**config.mk**
```make
export PLATFORM = sky130hd
export DESIGN_NAME = pc_gen_flat
export DESIGN_NICKNAME = d
export VERILOG_FILES = /design/src/rtl/pc_gen_if.sv /design/src/rtl/pc_gen.sv /design/src/flat_wrapper.sv
export SDC_FILE = /design/constraint.sdc
export NUM_CORES = 1
export LEC_CHECK = 0
export CAP_MARGIN = 20
export CORE_MARGIN = 5
export CORE_UTILIZATION = 45
export CTS_BUF_LIST = sky130_fd_sc_hd__clkbuf_16
export CTS_CLUSTER_SIZE = 40
export DETAILED_ROUTE_END_ITERATION = 16
export GPL_TIMING_DRIVEN = 1
export PLACE_DENSITY = 0.66
export SLEW_MARGIN = 10
export SYNTH_ARGS = -nofsm -noshare
export SYNTH_HDL_FRONTEND = slang
export SYNTH_SLANG_ARGS = --single-unit
export TNS_END_PERCENT = 50
```
**constraint.sdc**
```tcl
create_clock -name clk -period 11.1 [get_ports clk]
set_input_delay 2.22 -clock clk [delete_from_list [all_inputs] [get_ports clk]]
set_output_delay 2.22 -clock clk [all_outputs]
set_load 0.01 [all_outputs]
```
**src/rtl/pc_gen_if.sv**
```systemverilog
// Fetch-side bundle of pc_gen: control/target inputs and fetch PC outputs.
interface pc_gen_if #(
  parameter int unsigned XLEN = 32
);
  logic            stall;
  logic            fetch_ready;
  logic            redirect;
  logic [XLEN-1:0] redirect_target;
  logic            trap;
  logic            call;
  logic            ret;
  logic [XLEN-1:0] ret_target;
  logic            fetch_valid;
  logic [XLEN-1:0] pc_out;
  logic            misaligned;
  logic            ras_empty;
  logic            ras_full;

  modport master (
    input  stall, fetch_ready, redirect, redirect_target, trap, call, ret, ret_target,
    output fetch_valid, pc_out, misaligned, ras_empty, ras_full
  );

  modport slave (
    output stall, fetch_ready, redirect, redirect_target, trap, call, ret, ret_target,
    input  fetch_valid, pc_out, misaligned, ras_empty, ras_full
  );
endinterface

```
**src/rtl/pc_gen.sv**
```systemverilog
// Fetch program-counter generator: trap/redirect priority, stall, fetch handshake,
// and a circular return-address stack for call/return prediction.
module pc_gen #(
  parameter int unsigned            XLEN         = 32,
  parameter logic [XLEN-1:0]        RESET_VECTOR = 32'h0000_0000,
  parameter logic [XLEN-1:0]        TRAP_VECTOR  = 32'h0000_0100,
  parameter int unsigned            INC          = 4,
  parameter int unsigned            RAS_DEPTH    = 4
) (
  input logic       clk,
  input logic       reset,
  pc_gen_if.master  bus
);

  localparam int unsigned PW = $clog2(RAS_DEPTH);
  localparam int unsigned CW = PW + 1;

  logic [XLEN-1:0] pc_q, pc_next;
  logic            valid_q;
  logic            misaligned_q;
  logic [PW-1:0]   ptr_q, ptr_next;
  logic [CW-1:0]   cnt_q, cnt_next;
  logic [XLEN-1:0] ras_mem [RAS_DEPTH];

  logic            fire, ras_ok, do_call, do_ret, empty, full;
  logic [XLEN-1:0] pc_seq, ras_top;
  logic            wr_en;
  logic [PW-1:0]   wr_idx;

  // Next-PC selection and RAS bookkeeping
  always_comb begin
    pc_next  = pc_q;
    ptr_next = ptr_q;
    cnt_next = cnt_q;
    wr_en    = 1'b0;
    wr_idx   = ptr_q;

    pc_seq  = pc_q + XLEN'(INC);
    fire    = valid_q & bus.fetch_ready & ~bus.stall;
    ras_ok  = fire & ~bus.trap & ~bus.redirect;
    do_call = ras_ok & bus.call;
    do_ret  = ras_ok & bus.ret;
    empty   = (cnt_q == '0);
    full    = (cnt_q == CW'(RAS_DEPTH));
    ras_top = empty ? bus.ret_target : ras_mem[ptr_q];

    if (bus.trap)          pc_next = TRAP_VECTOR;
    else if (bus.redirect) pc_next = bus.redirect_target;
    else if (do_ret)       pc_next = ras_top;
    else if (fire)         pc_next = pc_seq;

    // Empty-stack call+ret degenerates to a plain push.
    if (do_call && (!do_ret || empty)) begin
      wr_en    = 1'b1;
      wr_idx   = ptr_q + PW'(1);
      ptr_next = ptr_q + PW'(1);
      if (!full) cnt_next = cnt_q + CW'(1);
    end else if (do_call && do_ret) begin
      wr_en  = 1'b1;
      wr_idx = ptr_q;
    end else if (do_ret && !empty) begin
      ptr_next = ptr_q - PW'(1);
      cnt_next = cnt_q - CW'(1);
    end
  end

  always_ff @(posedge clk) begin
    if (!reset) begin
      pc_q         <= RESET_VECTOR;
      valid_q      <= 1'b0;
      misaligned_q <= (RESET_VECTOR[1:0] != 2'b00);
      ptr_q        <= '0;
      cnt_q        <= '0;
    end else begin
      pc_q         <= pc_next;
      valid_q      <= 1'b1;
      misaligned_q <= (pc_next[1:0] != 2'b00);
      ptr_q        <= ptr_next;
      cnt_q        <= cnt_next;
    end
  end

  // Entry contents carry no reset; occupancy is tracked by cnt_q alone.
  always_ff @(posedge clk) begin
    if (reset && wr_en) ras_mem[wr_idx] <= pc_seq;
  end

  assign bus.pc_out      = pc_q;
  assign bus.fetch_valid = valid_q;
  assign bus.misaligned  = misaligned_q;
  assign bus.ras_empty   = empty;
  assign bus.ras_full    = full;

endmodule

```
**src/flat_wrapper.sv**
```systemverilog
// flat-port wrapper written by rule: the top's interface ports become plain ports
module pc_gen_flat 
#(
  parameter int unsigned            XLEN         = 32,
  parameter logic [XLEN-1:0]        RESET_VECTOR = 32'h0000_0000,
  parameter logic [XLEN-1:0]        TRAP_VECTOR  = 32'h0000_0100,
  parameter int unsigned            INC          = 4,
  parameter int unsigned            RAS_DEPTH    = 4
)
  (clk, reset, bus_stall, bus_fetch_ready, bus_redirect, bus_redirect_target, bus_trap, bus_call, bus_ret, bus_ret_target, bus_fetch_valid, bus_pc_out, bus_misaligned, bus_ras_empty, bus_ras_full);
  pc_gen_if #(.XLEN(XLEN)) bus_i ();
  input logic clk;
  input logic reset;
  input wire logic [$bits(bus_i.stall)-1:0] bus_stall;
  input wire logic [$bits(bus_i.fetch_ready)-1:0] bus_fetch_ready;
  input wire logic [$bits(bus_i.redirect)-1:0] bus_redirect;
  input wire logic [$bits(bus_i.redirect_target)-1:0] bus_redirect_target;
  input wire logic [$bits(bus_i.trap)-1:0] bus_trap;
  input wire logic [$bits(bus_i.call)-1:0] bus_call;
  input wire logic [$bits(bus_i.ret)-1:0] bus_ret;
  input wire logic [$bits(bus_i.ret_target)-1:0] bus_ret_target;
  output wire logic [$bits(bus_i.fetch_valid)-1:0] bus_fetch_valid;
  output wire logic [$bits(bus_i.pc_out)-1:0] bus_pc_out;
  output wire logic [$bits(bus_i.misaligned)-1:0] bus_misaligned;
  output wire logic [$bits(bus_i.ras_empty)-1:0] bus_ras_empty;
  output wire logic [$bits(bus_i.ras_full)-1:0] bus_ras_full;
  assign bus_i.stall = bus_stall;
  assign bus_i.fetch_ready = bus_fetch_ready;
  assign bus_i.redirect = bus_redirect;
  assign bus_i.redirect_target = bus_redirect_target;
  assign bus_i.trap = bus_trap;
  assign bus_i.call = bus_call;
  assign bus_i.ret = bus_ret;
  assign bus_i.ret_target = bus_ret_target;
  assign bus_fetch_valid = bus_i.fetch_valid;
  assign bus_pc_out = bus_i.pc_out;
  assign bus_misaligned = bus_i.misaligned;
  assign bus_ras_empty = bus_i.ras_empty;
  assign bus_ras_full = bus_i.ras_full;
  pc_gen #(.XLEN(XLEN), .RESET_VECTOR(RESET_VECTOR), .TRAP_VECTOR(TRAP_VECTOR), .INC(INC), .RAS_DEPTH(RAS_DEPTH)) u_core (.clk(clk), .reset(reset), .bus(bus_i));
endmodule
```
# --- After elaboration in Yosys (flattened, before gate mapping) ---
# Memory sizes are Yosys's and may differ from the RTL's. A register that Yosys moved wholly into a read port is not among the register bits.
# Cells that the tools add are included.
word_totals:
  reg_bits: 39
  latchBits: 0
  ramBits: 128
  rom_bits: 0
  input_bits: 72
  out_inout_bits: 36
  elab_cells: 61
  n_memories: 1
classes:
  n_addsub: 5
  n_mul: 0
  div_mod_pow: 0
  order_cmp: 0
  n_eq_ne: 3
  n_shift: 0
  mux: 20
  bitwise_logic: 10
  n_reduce_logical: 15
memory_table:
  columns: ["name", "depth", "word_bits", "rd", "rd_clocked_by_memory_dff", "write_ports", "line", "text"]
  rows:
  - ["u_core.ras_mem", 4, 32, 1, 1, 1, "pc_gen.sv:23", "logic [XLEN-1:0] ras_mem [RAS_DEPTH];"]
op_table:
  columns: ["op", "n"]
  rows:
  - ["two-way mux 32 bit", 4]
  - ["adder 32 x 3 -> 32 bit (second input constant)", 1]
  - ["two-way mux 2 bit", 6]
  - ["two-way mux 3 bit", 4]
  - ["two-way mux 9 bit", 1]
  - ["bitwise AND 1 bit", 6]
  - ["two-way mux 1 bit", 5]
  - ["logical AND 1 bit", 4]
  - ["inverter 1 bit", 4]
  - ["nonzero test 2 bit", 2]
  - ["nonzero test 4 bit", 1]
  - ["adder 3 x 1 -> 3 bit (second input constant)", 1]
  - ["== test 3 bit (second input constant)", 1]
  - ["logical NOT 3 bit", 1]
  - ["AND reduction 3 bit", 1]
  - ["nonzero test 3 bit", 1]
  - ["subtractor 3 x 1 -> 3 bit (second input constant)", 1]
  - ["adder 2 x 1 -> 2 bit (second input constant)", 1]
  - ["logical NOT 1 bit", 2]
  - ["!= test 2 x 1 -> 1 bit (second input constant)", 1]
  - ["!= test 2 bit (second input constant)", 1]
  - ["AND reduction 2 bit", 1]
  - ["OR reduction 2 bit", 1]
  - ["subtractor 2 x 1 -> 2 bit (second input constant)", 1]
  - ["logical OR 1 bit", 1]

# --- Logic depth before layout (Yosys ltp) ---
# Gate-level depths: netlist of run 1.
depth:
  word_depth: 12
  ltp_mapped: 9
  depth_no_buf: 7

# --- Worst setup path before layout of run 1 ---
# No wires, ideal clock.
synth_path:
  kind: "in2reg"
  start: "input bus_stall"
  end: "memory u_core.ras_mem[0][0], enable pin"
  t_arrival_ns: 5.741
  t_required_ns: 10.632
  path_slack_ns: 4.891
  stages: 7
  n_path_buf: 0
  cell_sequence: "nand3b_1 nor3_1 nand3_1 inv_1 nand2_1 xor2_1 nor3b_1"
synth_via:
  elab_chain_len: 12
  word_cells_on_any_way: 16
  classes_between: "mux: 5; bitwise: 6; reduce/logical: 5"
synth_rtl:
  columns: ["element", "line", "text"]
  rows:
  - ["start, declared", "flat_wrapper.sv:14", "input wire logic [$bits(bus_i.stall)-1:0] bus_stall;"]
  - ["inverter 1 bit *", "pc_gen.sv:39", "fire = valid_q & bus.fetch_ready & ~bus.stall;"]
  - ["bitwise AND 1 bit *", "pc_gen.sv:39", null]
  - ["bitwise AND 1 bit * (2 in series)", "pc_gen.sv:40", "ras_ok = fire & ~bus.trap & ~bus.redirect;"]
  - ["bitwise AND 1 bit", "pc_gen.sv:42", "do_ret = ras_ok & bus.ret;"]
  - ["logical NOT 1 bit", "pc_gen.sv:53", "if (do_call && (!do_ret || empty)) begin"]
  - ["logical OR 1 bit", "pc_gen.sv:53", null]
  - ["logical AND 1 bit", "pc_gen.sv:53", null]
  - ["two-way mux 1 bit", "pc_gen.sv:53", null]
  - ["logical AND 1 bit", "pc_gen.sv:85", "if (reset && wr_en) ras_mem[wr_idx] <= pc_seq;"]
  - ["two-way mux 1 bit", "pc_gen.sv:85", null]
  - ["two-way mux 1 bit (implied by the code)", "pc_gen.sv:85", null]
  - ["end, declared", "pc_gen.sv:23", null]
# Mark *: on every way between the ends. The rest lies on a longest branch, timed or not.

# --- Worst setup path after layout of run 1 ---
layout_path:
  start: "input reset"
  end: "register u_core.pc_q[30], in the netlist u_core.bus.pc_out[30]"
layout_via:
  elab_chain_len: 2
layout_rtl:
  columns: ["element", "line", "text"]
  rows:
  - ["start, declared", "flat_wrapper.sv:13", "input logic reset;"]
  - ["inverter 1 bit (no line)", null, null]
  - ["OR reduction 2 bit (no line)", null, null]
  - ["end signal, assigned", "pc_gen.sv:75", "pc_q <= pc_next;"]
  - ["end, declared", "pc_gen.sv:18", "logic [XLEN-1:0] pc_q, pc_next;"]
# Every way passes these cells.
# A chain may end at the register's enable or synchronous reset.

==> results.json, run 1 <==
{
  "path_max_fanout": 24,
  "hold_start": "u_core.ptr_q[0]",
  "clockBufferDepth": 2,
  "setup_tns_ns": 0,
  "die_w_um": 141,
  "ir_worst_vdd_v": 0.0000973,
  "grt_max_degree": 48,
  "ant_nets": 0,
  "cts_buffers": 17,
  "nets": 774,
  "firstDrtPassIters": 5,
  "synth-async-reset-ratio_pct": 0,
  "clock_sinks": 169,
  "coreArea_mm2": 0.0171,
  "rsz0062_at_grt": "false",
  "fp.dieH_um": 141,
  "p_leak_nw": 3.21,
  "worstMarginPinSlew_ns": 1.11,
  "final_layout_size_suffix_gt1_share_pct": 12.0,
  "synthesis.area_mm2": 0.00774,
  "yosys_warnings": 0,
  "hp-class": "reg -> reg",
  "grt_pass1_wl_mm": 32.3,
  "instances_no_fill": 936,
  "yosys-top-cells-area": "edfxtp_1 (50%), dfxtp_1 (11%), mux4_2 (9.3%)",
  "synth.top_cells.by_count": "edfxtp_1 (128), nand2_1 (69), a21oi_1 (44), dfxtp_1 (41), mux4_2 (32)",
  "synth_top_area_cell": "edfxtp_1",
  "synth_cell_type_count": 54,
  "ys_seq_elements": 169,
  "globalplace.congestion": 0.912,
  "grt.met2_usage_pct": 35.6,
  "antenna_found_initial": 0,
  "max_freq_mhz": 199,
  "routed_wl_mm": 20.8,
  "ctsResizeCount": 0,
  "yosysSeqAreaShare_pct": 60.3,
  "cp.required_ns": 11.45,
  "cts-root-buf": "clkbuf_16",
  "grt_use_total_pct": 21.2,
  "pwr-share-comb_pct": 6.5,
  "dr_total_vias": 5589,
  "die_area_mm2": 0.0199,
  "via_per_inst": 5.97,
  "swShare_pct": 20.9,
  "rows": 48,
  "cts_tree": "done",
  "nFillCells": 1371,
  "grt_pass1_vias": 5789,
  "hpwl_mm": 13.7,
  "gr-total-overflow": 0,
  "met1_usage_pct": 27.0,
  "cts.clk_slew.worst_paths_ns": 0.06,
  "synth_cells": 602,
  "clock_latency_ns": 0.41,
  "cp.arrival_ns": 5.37,
  "regToRegStartpoint": "u_core.bus.fetch_valid",
  "placedCellCount": 904,
  "diodes": 0,
  "start_util_pct": 45.2,
  "slew_headroom_pct": 25.3,
  "worst_clock_skew_ns": 0.0100,
  "fin_crit_sh_pct": 45.2,
  "cts_setup_buffers": 0,
  "syn_avg_cell_area_um2": 12.9,
  "endpoint_kind": "register",
  "cp-start-kind": "input pin",
  "p_int_mw": 1.05,
  "io_buffers": 107,
  "switchingPower_mw": 0.277,
  "met3_usage_pct": 4.58,
  "crit_start": "reset",
  "finalHoldViolations": 0,
  "outcome": "finished, final reports clean",
  "htree_levels": 4,
  "power_density_mw_per_mm2": 139,
  "synth_edf_count": 128,
  "remaining_drc_errors": 0,
  "post-route-min-period_ns": 5.02,
  "ys.flop_type": "edfxtp_1",
  "p_seq_share_pct": 52.0,
  "synth_top_area_share_pct": 49.7,
  "finalMaxSlewViolations": 0,
  "critical_path_class": "in -> reg",
  "pwr-share-clk_pct": 41.4,
  "setup_violations": 0,
  "drtIter0Drc": 474,
  "maxCapViolations": 0,
  "areaGrowthSynthToFinish_pct": 23.7,
  "routedWlPerCell_um": 22.2,
  "busiest_layer": "met2",
  "ioPinCount": 108,
  "yosysMostFrequentCell": "edfxtp_1",
  "syn-num-nets": 678,
  "cts_hold_buffers": 0
}
==> per-layer routing <==
| metal | vias up | part of all wire (%) |
|---|---|---|
| met5 | - | 0 |
| met4 | 0 | 2.4 |
| met3 | 33 | 6.7 |
| met2 | 269 | 50 |
| met1 | 2767 | 40 |
| li1 | 2520 | - |
==> sequential cells by signal, summed over array words and instances, names as in the netlist, named ones only <==
register and flops:
u_core.ras_mem 128, u_core.bus.pc_out 32, u_core.cnt_q 3, u_core.ptr_q 2, u_core.bus.fetch_valid 1, u_core.bus.misaligned 1
==> critical path, cell delays in order <==
cell	delay [ns]
clkdlybuf4s50_1	0.67
nor2b_2	0.96
nand3_1	0.70
nor2_1	0.49
a32o_1	0.23
a211o_1	0.10
==> power groups by stage <==
| stage | combinational, mW | clock (mW) | sequential, mW |
|---|---|---|---|
| after floorplan | 0.0368 | 0 | 0.704 |
| after global placement | 0.0857 | 0 | 0.704 |
| after detailed placement | 0.0869 | 0 | 0.705 |
| after CTS | 0.0874 | 0.558 | 0.691 |
| after global routing | 0.0940 | 0.588 | 0.692 |
| final | 0.0870 | 0.550 | 0.692 |
==> cell type report <==
| cell class | instances | area [um^2] | area share (%) |
|---|---|---|---|
| Tap cell | 225 | 282 | 2.94 |
| Sequential cell | 169 | 4670 | 48.7 |
| Multi-Input combinational cell | 382 | 2880 | 30.1 |
| Timing Repair Buffer | 120 | 1160 | 12.2 |
| Clock buffer | 17 | 425 | 4.44 |
| Inverter | 8 | 30.0 | 0.314 |
| Clock inverter | 15 | 123 | 1.28 |
==> through the flow <==
| step | power (mW) | area (um^2) | util (%) | worst slack [ns] | hold WS (ns) |
|---|---|---|---|---|---|
| after floorplan | 0.740 | 7740 | - | 4.89 | 0.484 |
| after global placement | 0.790 | 9020 | 52.7 | 5.82 | 0.528 |
| after detailed placement | 0.792 | 9020 | 52.7 | 5.72 | 0.542 |
| after CTS | 1.34 | 9570 | 55.9 | 6.15 | 0.554 |
| after global routing | 1.37 | 9570 | 55.9 | 5.91 | 0.571 |
| final | 1.33 | 9570 | 55.9 | 6.08 | 0.559 |
==> path summary, 6_finish.rpt <==
| path | to | slack, ns | depth (start not counted) |
|---|---|---|---|
| setup / recovery | u_core.bus.pc_out[30] | 6.08 | 6 |
| hold reg to reg | register | 0.56 | 2 |
| setup reg to reg | u_core.ras_mem[0][14] | 8.17 | 9 |
| hold / removal | register | 0.56 | 2 |
==> cells in the final DEF, fill, tap and decap left out, types with 5 or more instances in the layout <==
| master | instances |
|---|---|
| mux2i_1 | 5 |
| clkinv_2 | 5 |
| and3_1 | 16 |
| o22ai_1 | 8 |
| nand4_1 | 7 |
| a31oi_1 | 6 |
| mux4_2 | 32 |
| dfxtp_1 | 40 |
| nand2_1 | 69 |
| o211ai_1 | 8 |
| a21oi_1 | 44 |
| or3_1 | 6 |
| clkdlybuf4s50_1 | 106 |
| xor2_1 | 10 |
| xnor2_1 | 22 |
| nand3_1 | 25 |
| o41a_1 | 6 |
| inv_1 | 11 |
| nor3_1 | 16 |
| clkbuf_16 | 17 |
| a211o_1 | 6 |
| edfxtp_1 | 128 |
| nor2_1 | 19 |
| buf_4 | 13 |
| o21ai_0 | 21 |
==> cells by family (layout without fill, tap and decap cells) <==
family                   after synthesis  in the layout  synth area share [%]
adder cells (fa/ha/maj)                4              4                 0.744
AND/OR/NAND/NOR                      188            188                  12.7
AO/OA/AOI/OAI                        121            121                  10.1
flip-flops                           169            169                  60.3
buffers and inverters                 51            160                  2.68
multiplexers                          37             37                  9.96
XOR/XNOR                              32             32                  3.62
No activity file was read; power rests on OpenSTA's default activity.
==> run 2: changes to the inputs <==
--- a/config.mk
+++ b/config.mk
@@ -12,7 +12,7 @@
 export CTS_CLUSTER_SIZE = 40
 export DETAILED_ROUTE_END_ITERATION = 16
 export GPL_TIMING_DRIVEN = 1
-export PLACE_DENSITY = 0.66
+export PLACE_DENSITY = 0.68
 export SLEW_MARGIN = 10
 export SYNTH_ARGS = -nofsm -noshare
 export SYNTH_HDL_FRONTEND = slang
==> constraint.sdc (replaced) <==
create_clock -name clk -period 4.4 [get_ports clk]
set_input_delay 0.88 -clock clk [delete_from_list [all_inputs] [get_ports clk]]
set_output_delay 0.88 -clock clk [all_outputs]
set_load 0.01 [all_outputs]
==> run 2 against run 1 <==
  * Die area unchanged
  * Clock-buffer cell count unchanged
  * First-iteration DRC count decreased by 2.3%
  * Sequential cell count unchanged
  * Critical path type unchanged
  * Critical endpoint is now u_core.ras_mem[0][4]
  * Largest power group unchanged
  * Highest routed layer unchanged
==> results.json, run 2 (same netlist as run 1, synthesis figures left out) <==
{
  "cts_tree": "done",
  "placed_area_mm2": 0.00904,
  "die_w_um": 141,
  "post-place-ws_ns": 0.635,
  "cp_top_family": "simple AND/OR/NAND/NOR gates",
  "met3_usage_pct": 3.56,
  "grt.met2_usage_pct": 37.4,
  "worstMarginPinSlew_ns": 0.936,
  "cts_hold_buffers": 0,
  "ir_worst_vdd_v": 0.000294,
  "maxCapViolations": 0,
  "grt_pass1_vias": 5955,
  "path_max_fanout": 32,
  "final_layout_size_suffix_gt1_share_pct": 12.6,
  "met1_usage_pct": 28.8,
  "crit_slowest_cell": "buf_4",
  "gr-total-overflow": 0,
  "crit_start": "bus_stall",
  "reg2reg_depth": 8,
  "hold_start": "u_core.bus.pc_out[0]",
  "worstHoldPathCells": 0,
  "rsz0062_at_grt": "false",
  "power_density_mw_per_mm2": 368,
  "endpoint": "u_core.ras_mem[0][4]",
  "rows": 48,
  "regToRegStartpoint": "u_core.bus.fetch_valid",
  "cts_buffers": 17,
  "fin_util_pct": 56.5,
  "design_area_mm2": 0.00967,
  "nets": 775,
  "p_leak_nw": 3.25,
  "clock_sinks": 169,
  "hpwl_mm": 14.0,
  "routedWlPerCell_um": 22.9,
  "outcome": "finished, final reports clean",
  "remaining_drc_errors": 0,
  "max_freq_mhz": 297,
  "post-route-min-period_ns": 3.37,
  "start_util_pct": 45.2,
  "instances_no_fill": 937,
  "htree_levels": 4,
  "cts-root-buf": "clkbuf_16",
  "antenna_found_initial": 0,
  "hp-class": "reg -> reg",
  "diodes": 0,
  "crit_cells": 9,
  "clock_latency_ns": 0.42,
  "ioPinCount": 108,
  "ant_nets": 0,
  "clockBufferDepth": 2,
  "busiest_layer": "met2",
  "drtIter0Drc": 463,
  "final_cell_mix": "edfxtp_1 (128), clkdlybuf4s50_1 (106), nand2_1 (69), a21oi_1 (44), dfxtp_1 (39)",
  "cp.arrival_ns": 3.43,
  "routed_wl_mm": 21.5,
  "worst_clock_skew_ns": 0.0106,
  "firstDrtPassIters": 5,
  "placedCellCount": 905,
  "grt_pass1_wl_mm": 33.5,
  "grt_use_total_pct": 22.0,
  "globalplace.congestion": 0.855,
  "mostFrequentLayoutCell": "edfxtp_1",
  "cpPeakStageDelay_ns": 0.46,
  "hold_ws_ns": 0.563,
  "r2r_end": "u_core.ras_mem[0][4]",
  "cp-start-kind": "input pin",
  "coreArea_mm2": 0.0171,
  "ctsResizeCount": 0,
  "cp.required_ns": 4.46,
  "cts.clk_slew.worst_paths_ns": 0.06,
  "fp.dieH_um": 141,
  "ff2ff_setup_slack_ns": 1.62,
  "die_area_mm2": 0.0199,
  "io_buffers": 107,
  "dr_total_vias": 5677,
  "finalHoldViolations": 0,
  "setup_ws_ns": 1.03,
  "top_register": "u_core.ras_mem",
  "fin_crit_sh_pct": 76.6,
  "via_per_inst": 6.06,
  "crit_buf_inv": 3,
  "areaGrowthSynthToFinish_pct": 24.9,
  "finalMaxSlewViolations": 0,
  "setup_violations": 0,
  "critical_path_class": "in -> reg",
  "grt_max_degree": 35,
  "largest_reg_flops": 128,
  "endpoint_kind": "register",
  "slew_headroom_pct": 37.6,
  "cp_cell_sequence": "clkdlybuf4s50_1, nand3b_1, nor3_1, nand3_1, inv_1, nand2_1, xor2_1, nor3b_4, buf_4",
  "cts_setup_buffers": 0
}
[run 2: cell types whose count changed in the layout (fill, tap and decap cells not counted), sizes merged]
cell	before	now
clkinvlp	2	1
clkinv	8	7
bufinv	2	5
inv	11	10
buf	14	15
[run 2: final cells by class]
| cell class | instances | area, um^2 |
|---|---|---|
| Clock buffer | 17 | 425 |
| Clock inverter | 15 | 206 |
| Fill cell | 1367 | 7440 |
| Inverter | 8 | 30.0 |
| Multi-Input combinational cell | 382 | 2890 |
| Sequential cell | 169 | 4670 |
| Tap cell | 225 | 282 |
| Timing Repair Buffer | 121 | 1170 |
[run 2: per-layer routing]
layer	share of wire [%]	up-vias
li1	-	2519
met1	40	2821
met2	50	293
met3	7.0	44
met4	2.2	0
met5	0	-
[run 2: worst min path at each step]
stage / endpoint / slack, ns
after floorplan: u_core.ras_mem[0][0] / 0.48
after global placement: register / 0.53
after detailed placement: u_core.ras_mem[2][0] / 0.54
after CTS: u_core.ras_mem[3][0] / 0.56
after global routing: u_core.ras_mem[3][0] / 0.58
final: u_core.ras_mem[3][0] / 0.56
[run 2: worst reg2reg max path: cells and delay by family, from the launching register on]
family | cells | cell delay [ns]
xor+xnor | 1 | 0.37
simple gates | 5 | 1.07
flops | 1 | 0.36
buf+inv | 2 | 0.61
[run 2: metrics by stage]
step           TNS, ns  power (mW)
2_1_floorplan    -7.88        1.87
3_3_place_gp         0        1.99
3_5_place_dp         0        2.00
4_1_cts              0        3.57
5_1_grt              0        3.67
6_report             0        3.56
[run 2: power by group]
part | internal [mW] | switching [mW]
clock | 0.999 | 0.594
sequential | 1.72 | 0.0262
combinational | 0.116 | 0.105
